## config.mk

```make
export PLATFORM = sky130hd
export DESIGN_NAME = conv_frame_ctrl
export DESIGN_NICKNAME = d
export VERILOG_FILES = /design/src/rtl/conv_frame_ctrl.sv
export SDC_FILE = /design/constraint.sdc
export NUM_CORES = 1
export LEC_CHECK = 0
export BUFFER_PORTS_ARGS = -buffer_cell sky130_fd_sc_hd__buf_2
export CORE_MARGIN = 2
export CORE_UTILIZATION = 47
export CTS_BUF_LIST = sky130_fd_sc_hd__clkbuf_4 sky130_fd_sc_hd__clkbuf_8
export DETAILED_ROUTE_END_ITERATION = 8
export GPL_TIMING_DRIVEN = 0
export PLACE_DENSITY = 0.7
export RECOVER_POWER = 100
export SYNTH_ARGS = -nofsm -noshare
export SYNTH_HDL_FRONTEND = slang
export SYNTH_SLANG_ARGS = --single-unit
```

## constraint.sdc

```tcl
create_clock -name clk_sig -period 2.6 [get_ports clk_sig]
set_input_delay 0.26 -clock clk_sig [delete_from_list [all_inputs] [get_ports clk_sig]]
set_output_delay 0.26 -clock clk_sig [all_outputs]
set_load 0.02 [all_outputs]
```

## src/rtl/conv_frame_ctrl.sv

```systemverilog
// Frame sequencer for the convolutional-coding transmit path: preamble, PN payload
// and zero tail presented bit-serially over valid/ready, with gated PN advance.
module conv_frame_ctrl #(
    parameter int          PRE_LEN   = 8,
    parameter logic [31:0] PRE_PAT   = 32'h0000_00A5,
    parameter int          FRAME_LEN = 64,
    parameter int          TAIL_LEN  = 2,
    parameter int          GAP_LEN   = 4
) (
    input  logic        clk_sig,
    input  logic        rst_sig,
    input  logic        start_sig,
    input  logic        cont_sig,
    input  logic        m_sig,
    output logic        m_en_sig,
    output logic        bit_sig,
    output logic        valid_sig,
    input  logic        ready_sig,
    output logic        sof_sig,
    output logic        tail_sig,
    output logic        eof_sig,
    output logic        busy_sig,
    output logic        done_sig,
    output logic [15:0] frame_cnt_sig
);

    localparam int M1   = (PRE_LEN > FRAME_LEN) ? PRE_LEN : FRAME_LEN;
    localparam int MAXL = (M1 > TAIL_LEN) ? M1 : TAIL_LEN;
    localparam int CW   = $clog2(MAXL) + 1;

    localparam logic [CW-1:0] PRE_LAST  = CW'(PRE_LEN - 1);
    localparam logic [CW-1:0] DATA_LAST = CW'(FRAME_LEN - 1);
    localparam logic [CW-1:0] TAIL_LAST = CW'((TAIL_LEN > 0) ? TAIL_LEN - 1 : 0);
    localparam logic [7:0]    GAP_END   = 8'(GAP_LEN);

    typedef enum logic [2:0] {S_IDLE, S_PRE, S_DATA, S_TAIL, S_GAP} state_t;

    state_t         r_state;
    logic [CW-1:0]  r_cnt;
    logic [7:0]     r_gap;
    logic           r_bit, r_valid, r_sof, r_tail, r_eof, r_busy, r_done;
    logic [15:0]    r_fcnt;

    state_t         w_nstate;
    logic [CW-1:0]  w_ncnt, w_pidx;
    logic [4:0]     w_pbit;
    logic           w_load, w_gap_end, w_start;
    logic           w_beat, w_bit, w_sof, w_tail, w_eof;

    // A frame start loads its first preamble beat on the same edge, whether it
    // comes from IDLE or from the GAP decision cycle in continuous mode.
    always_comb begin
        w_load    = !r_valid || ready_sig;
        w_gap_end = (r_state == S_GAP) && !r_valid && (r_gap == GAP_END);
        w_start   = ((r_state == S_IDLE) && start_sig) || (w_gap_end && cont_sig);
        w_nstate  = r_state;
        w_ncnt    = r_cnt;
        w_beat    = 1'b0;
        w_bit     = 1'b0;
        w_sof     = 1'b0;
        w_tail    = 1'b0;
        w_eof     = 1'b0;
        w_pidx    = w_start ? '0 : r_cnt;
        w_pbit    = 5'(PRE_LEN - 1 - int'(w_pidx));
        if (w_load) begin
            if (w_start || (r_state == S_PRE)) begin
                w_beat = 1'b1;
                w_bit  = PRE_PAT[w_pbit];
                w_sof  = (w_pidx == '0);
                if (w_pidx == PRE_LAST) begin
                    w_nstate = S_DATA;
                    w_ncnt   = '0;
                end else begin
                    w_nstate = S_PRE;
                    w_ncnt   = w_pidx + CW'(1);
                end
            end else if (r_state == S_DATA) begin
                w_beat = 1'b1;
                w_bit  = m_sig;
                if (r_cnt == DATA_LAST) begin
                    w_ncnt = '0;
                    if (TAIL_LEN == 0) begin
                        w_eof    = 1'b1;
                        w_nstate = S_GAP;
                    end else begin
                        w_nstate = S_TAIL;
                    end
                end else begin
                    w_ncnt = r_cnt + CW'(1);
                end
            end else if (r_state == S_TAIL) begin
                w_beat = 1'b1;
                w_tail = 1'b1;
                if (r_cnt == TAIL_LAST) begin
                    w_eof    = 1'b1;
                    w_nstate = S_GAP;
                    w_ncnt   = '0;
                end else begin
                    w_ncnt = r_cnt + CW'(1);
                end
            end else if (w_gap_end) begin
                w_nstate = S_IDLE;
            end
        end
    end

    assign m_en_sig = w_load && (r_state == S_DATA);

    always_ff @(posedge clk_sig or negedge rst_sig) begin
        if (!rst_sig) r_state <= S_IDLE;
        else          r_state <= w_nstate;
    end

    always_ff @(posedge clk_sig or negedge rst_sig) begin
        if (!rst_sig) begin
            r_cnt   <= '0;
            r_gap   <= '0;
            r_bit   <= 1'b0;
            r_valid <= 1'b0;
            r_sof   <= 1'b0;
            r_tail  <= 1'b0;
            r_eof   <= 1'b0;
            r_busy  <= 1'b0;
            r_done  <= 1'b0;
            r_fcnt  <= '0;
        end else begin
            if (w_load) begin
                r_valid <= w_beat;
                r_bit   <= w_bit;
                r_sof   <= w_sof;
                r_tail  <= w_tail;
                r_eof   <= w_eof;
                if (w_beat) r_cnt <= w_ncnt;
            end
            // Gap cycles only count once the eof beat has left the output register.
            if ((r_state == S_GAP) && !r_valid && !w_gap_end) r_gap <= r_gap + 8'd1;
            else                                              r_gap <= '0;
            r_busy <= (w_nstate != S_IDLE);
            r_done <= r_valid && ready_sig && r_eof;
            if (r_valid && ready_sig && r_eof) r_fcnt <= r_fcnt + 16'd1;
        end
    end

    assign bit_sig       = r_bit;
    assign valid_sig     = r_valid;
    assign sof_sig       = r_sof;
    assign tail_sig      = r_tail;
    assign eof_sig       = r_eof;
    assign busy_sig      = r_busy;
    assign done_sig      = r_done;
    assign frame_cnt_sig = r_fcnt;

endmodule

```

---- Yosys cells after proc, flatten, opt, wreduce, memory -nomap -nowiden ----
Memory sizes are Yosys's and may differ from the RTL's.
Cells that the tools add are included.
word-level totals
  output and inout port bits .............. 24
  memory bits (read-only) ................. 32
  bits in registers ....................... 41
  bits of input ports ..................... 6
  word-level logic and storage cells ...... 74
  memories ................................ 1
memory list
  name              words  bits a word  read ports  clocked after Yosys merged registers in  write ports  RTL line  source
  (name not given)  32     1            1           0                                        0            68        w_bit = PRE_PAT[w_pbit];
operators by class
  $lt $le $gt $ge ......................... 1
  mux-type cells .......................... 30
  $add $sub $neg .......................... 5
  reductions and logical operators ........ 18
  eq/ne operators ......................... 8
operators by type and width
  kind                                                         count
  2-to-1 mux 7 bit                                             7
  2-to-1 mux 3 bit                                             7
  adder 16 x 1 -> 16 bit (second input constant)               1
  adder 7 x 1 -> 7 bit (second input constant)                 2
  2-to-1 mux 1 bit                                             14
  adder 8 x 1 -> 8 bit (second input constant)                 1
  == test 8 x 3 -> 1 bit (second input constant)               1
  logical AND 1 bit                                            8
  2-to-1 mux 8 bit                                             1
  == test 7 x 1 -> 1 bit (second input constant)               1
  == test 7 x 3 -> 1 bit (second input constant)               1
  == test 7 x 6 -> 1 bit (second input constant)               1
  logical NOT 7 bit                                            1
  == test 3 x 2 -> 1 bit (second input constant)               2
  less-than comparator 5 x 6 -> 1 bit (second input constant)  1
  nonzero test 3 bit                                           2
  subtractor 3 x 5 -> 5 bit (first input constant)             1
  == test 3 x 1 -> 1 bit (second input constant)               1
  == test 3 bit (second input constant)                        1
  logical NOT 3 bit                                            1
  logical OR 1 bit                                             3
  AND reduction 3 bit                                          1
  logical NOT 1 bit                                            2
  2-to-1 mux 2 bit                                             1

---- Longest topological paths before layout ----
  depth after elaboration ................. 11
  gate-level depth with buffers ........... 13
  depth with buffers taken out ............ 13

---- Worst setup path after synthesis ----
Ideal clock, no wire load.
  path kind ............................... flip-flop to flip-flop
  start ................................... register r_gap[0]
  end ..................................... register r_cnt[5]
  stages on the path, launching flop included .. 14
  arrival time ............................ 2.579 ns
  period minus slack after synthesis ...... 2.718 ns
  setup time .............................. 0.138 ns
  path slack .............................. -0.118 ns
  buffers on the path ..................... 0
  required time ........................... 2.462 ns
  cell sequence ........................... dfrtp_1 > inv_1 > ha_1 > and3b_1 > nand4_1 > and2_1 > nand2_1 > inv_1 > ha_1 > nand2_1 > o21ai_2 > a21oi_2 > o21a_1 > or4_1
between the ends
  cells in the longest elaborated chain, start to end .. 8
  elaborated cells between the ends (all ways) .. 14
  classes of those cells .................. 1 x add/sub; 2 x eq/ne; 5 x mux; 6 x reduce/logical
ends and longest elaborated chain
  element                                                  RTL line  source
  start: declaration                                       40        logic [7:0] r_gap;
  start signal: assignment                                 136       if ((r_state == S_GAP) && !r_valid && !w_gap_end) r_gap <= r_gap + 8'd1;
  == test 8 x 3 -> 1 bit (*)                               54        w_gap_end = (r_state == S_GAP) && !r_valid && (r_gap == GAP_END);
  logical AND 1 bit (*)                                    54
  logical AND 1 bit (*)                                    55        w_start = ((r_state == S_IDLE) && start_sig) || (w_gap_end && cont_sig);
  logical OR 1 bit (*)                                     55
  2-to-1 mux 7 bit or logical OR 1 bit (tied branches)     63, 66
  adder 7 x 1 -> 7 bit (tied with other cells)             75        w_ncnt = w_pidx + CW'(1);
  2-to-1 mux 7 bit or 2-to-1 mux 1 bit (tied branches)     70, 65
  2-to-1 mux 7 bit or AND reduction 3 bit (tied branches)  --
  end signal: assignment                                   133       if (w_beat) r_cnt <= w_ncnt;
  end: declaration                                         39        logic [CW-1:0] r_cnt;
Every way passes the cells marked *; elsewhere a longest branch is shown, timed or not.
A chain may end at the register's enable or synchronous reset.

---- Final worst setup path ----
  start ................................... register r_gap[1]
  end ..................................... register r_cnt[5]
The elaborated chain is that of the path after synthesis.

==> reports/metrics.cfg <==
[timing]
tightestPinTransition_ns = 2.145
drv_slew = 42
max_freq_mhz = 401.0
worst_clock_skew_ns = 0.006469
whs_ns = 0.3319
relSlewSlack_pct = -43.03
period_share_pct = 95.92
rsz0062_at_grt = true
finalHoldViolations = 0
min_period_ns = 2.494
setup_viol = 0

[place]
dpl.hpwl_mm = 3.371
io_buffer_count = 29
gp_congestion = 0.8187
dp_cells = 333

[drt]
antenna_left = 0
first_pass_iters = 4
drtIter0Drc = 104
drc_errors = 0
wl_per_cell_microns = 14.05
vias_per_cell = 5.271
wirelength_mm = 4.931
vias = 1850

[min_path]
hp-class = primary input to flip-flop

[grt]
grt_overflow = 0
grt_pass1_wl_mm = 7.990
grt_pass1_vias = 1718
grt_max_degree = 42
antenna_found_initial = 0
gr-usage-all-layers_pct = 18.93

[floorplan]
core_area_sq_um = 4723
io_pins = 30
die_h_microns = 73.76
rows = 25
start_util_pct = 48.42
die_area_sq_um = 5441
die_w_microns = 73.76

[finish]
n_antenna_cell = 0
area_growth_pct = 19.80
stdcell_count = 351
final_common_cell = dfrtp_1
regArea_sq_um = 1026
multi_input_area_sq_um = 1259
final_nets = 297
final_cell_mix = dfrtp_1, nand2_1, clkbuf_1, nor2_1, nand3_1
drive_gt1_share_pct = 14.08
fillers = 432

[yosys]
post_synth_num_cell_types = 52
synth_nets = 251
netlist_area_sq_um = 2287
synth_seq_cells = 41
syn-mean-instance-area_sq_um = 9.651
synth-edff-count = 0
yosysSeqAreaShare_pct = 44.86
yosys_warnings = 0
syn_inst = 237
synthArstFlopShare_pct = 100.0
synth_flop_cell = dfrtp_1

[clock_tree]
htree_levels = 2
clk_pin_slew_worst_paths_ns = 0.08
holdBufCountCts = 0
clk_latency_ns = 0.29
cts.sinks = 41
clockRootBuffer = clkbuf_8
clk_path_buf_depth = 2
cts_tree = yes
cts_buffers = 5

[setup_path]
worstPathRequired_ns = 2.76
crit_type = flip-flop to flip-flop
cp_max_fo = 5
cp.arrival_ns = 2.66
endpoint_kind = flip-flop
start_kind = flip-flop

[run_status]
status = finished, violations left
violations = max-capacitance violations, max-slew violations

[power]
power_leakage_nw = 1.245
pwr_density_cell_nw_per_um2 = 787.0
peakVddDrop_uv = 451.6

[flow_run]
cap_violations = 1

==> cell type report <==
cell class              instances  area share, %
plain buffers                   8          1.461
clock buffers                   6          3.014
clock inverters                 2          1.370
inverters                       6         0.8219
multi-input cells             182          45.94
flip-flops and latches         41          37.44
well taps                      67          3.059
repair buffers                 39          6.895
==> through the flow <==
stage,TNS (ns),utilization (%),total power (W),setup WS (ns),instance area (sq um)
after floorplan,0,-,0.001350,0.07826,2300
after global placement,-0.6020,53.54,0.001518,-0.2721,2529
after detailed placement,-0.8182,53.54,0.001534,-0.3067,2529
after CTS,0,57.43,0.002115,0.002964,2713
after global routing,-0.06253,58.01,0.002299,-0.06253,2740
final,0,58.01,0.002156,0.1060,2740
==> state kept, by name, summed over array words and instances (netlist names) <==
name / flops
frame_cnt_sig: 16
r_gap: 8
r_cnt: 7
r_state: 3
bit_sig: 1
busy_sig: 1
done_sig: 1
eof_sig: 1
sof_sig: 1
tail_sig: 1
valid_sig: 1
==> kinds of logic after synthesis <==
family / count (synthesis) / synth area share [%]
AO/OA/AOI/OAI: 32 / 10.61
adder cells (fa/ha/maj): 8 / 4.377
buffers and inverters: 14 / 2.680
flip-flops: 41 / 44.86
XOR/XNOR: 23 / 8.808
AND/OR/NAND/NOR: 118 / 28.23
multiplexers: 1 / 0.4377
==> power breakdown <==
group / leakage (nW) / switching, W / internal [W]
logic: 0.642 / 0.000471 / 0.000335
registers: 0.546 / 0.0000986 / 0.000718
clock network: 0.0574 / 0.000222 / 0.000312
==> layer usage <==
layer / GRT usage [%] / up-vias / wire [microns]
met5: 0 / - / 0
met4: 6.263 / 0 / 77
li1: - / 932 / -
met2: 30.16 / 40 / 2317
met1: 25.54 / 869 / 2305
met3: 4.115 / 9 / 230
==> synthesized netlist by cell type (3+ instances only) <==
cell type   n  area (sq um)
xnor2_1    15         131.4
nor3_1      5         25.02
o21ai_0     7         35.03
ha_1        8         100.1
and3_1     11         68.82
nor2_1     19         71.32
nand4_1     3         18.77
xor2_1      8         70.07
a22o_1      3         26.28
nor4_1      5         31.28
dfrtp_1    41          1026
clkbuf_1    5         18.77
o31ai_1     3         22.52
nand2_1    32         120.1
inv_1       6         22.52
nand3_1    16         80.08
and2_1      3         18.77
==> path summary, 6_finish.rpt <==
check | from | to | slack (ns) | cells past startpoint
worst max-delay path | r_gap[1] | r_cnt[5] | 0.11 | 13
max in group asynchronous | rst_sig | bit_sig | 0.79 | 1
min in group asynchronous | rst_sig | r_gap[2] | 0.59 | 1
worst min-delay path | m_sig | bit_sig | 0.33 | 3
worst max register to register | r_gap[1] | r_cnt[5] | 0.11 | 13
worst min register to register | frame_cnt_sig[15] | frame_cnt_sig[15] | 0.48 | 1
==> critical path: stages (launching register included) <==
cell and delay, ns:
dfrtp_1 0.38, inv_1 0.06, ha_2 0.15, and3b_1 0.20
nand4_1 0.18, and2_4 0.19, nand2_2 0.06, inv_2 0.07
ha_4 0.16, nand2_4 0.07, o21ai_4 0.24, a21oi_2 0.04
o21a_1 0.16, or4_1 0.38
==> what timing repair did <==
item,4_1_cts,5_1_grt
gates resized for setup,2,8
endpoints found under the setup margin,8,9
pin swaps,3,4
buffers inserted,8,2
endpoints found under the hold margin,0,0
No activity file was read; power rests on OpenSTA's default activity.
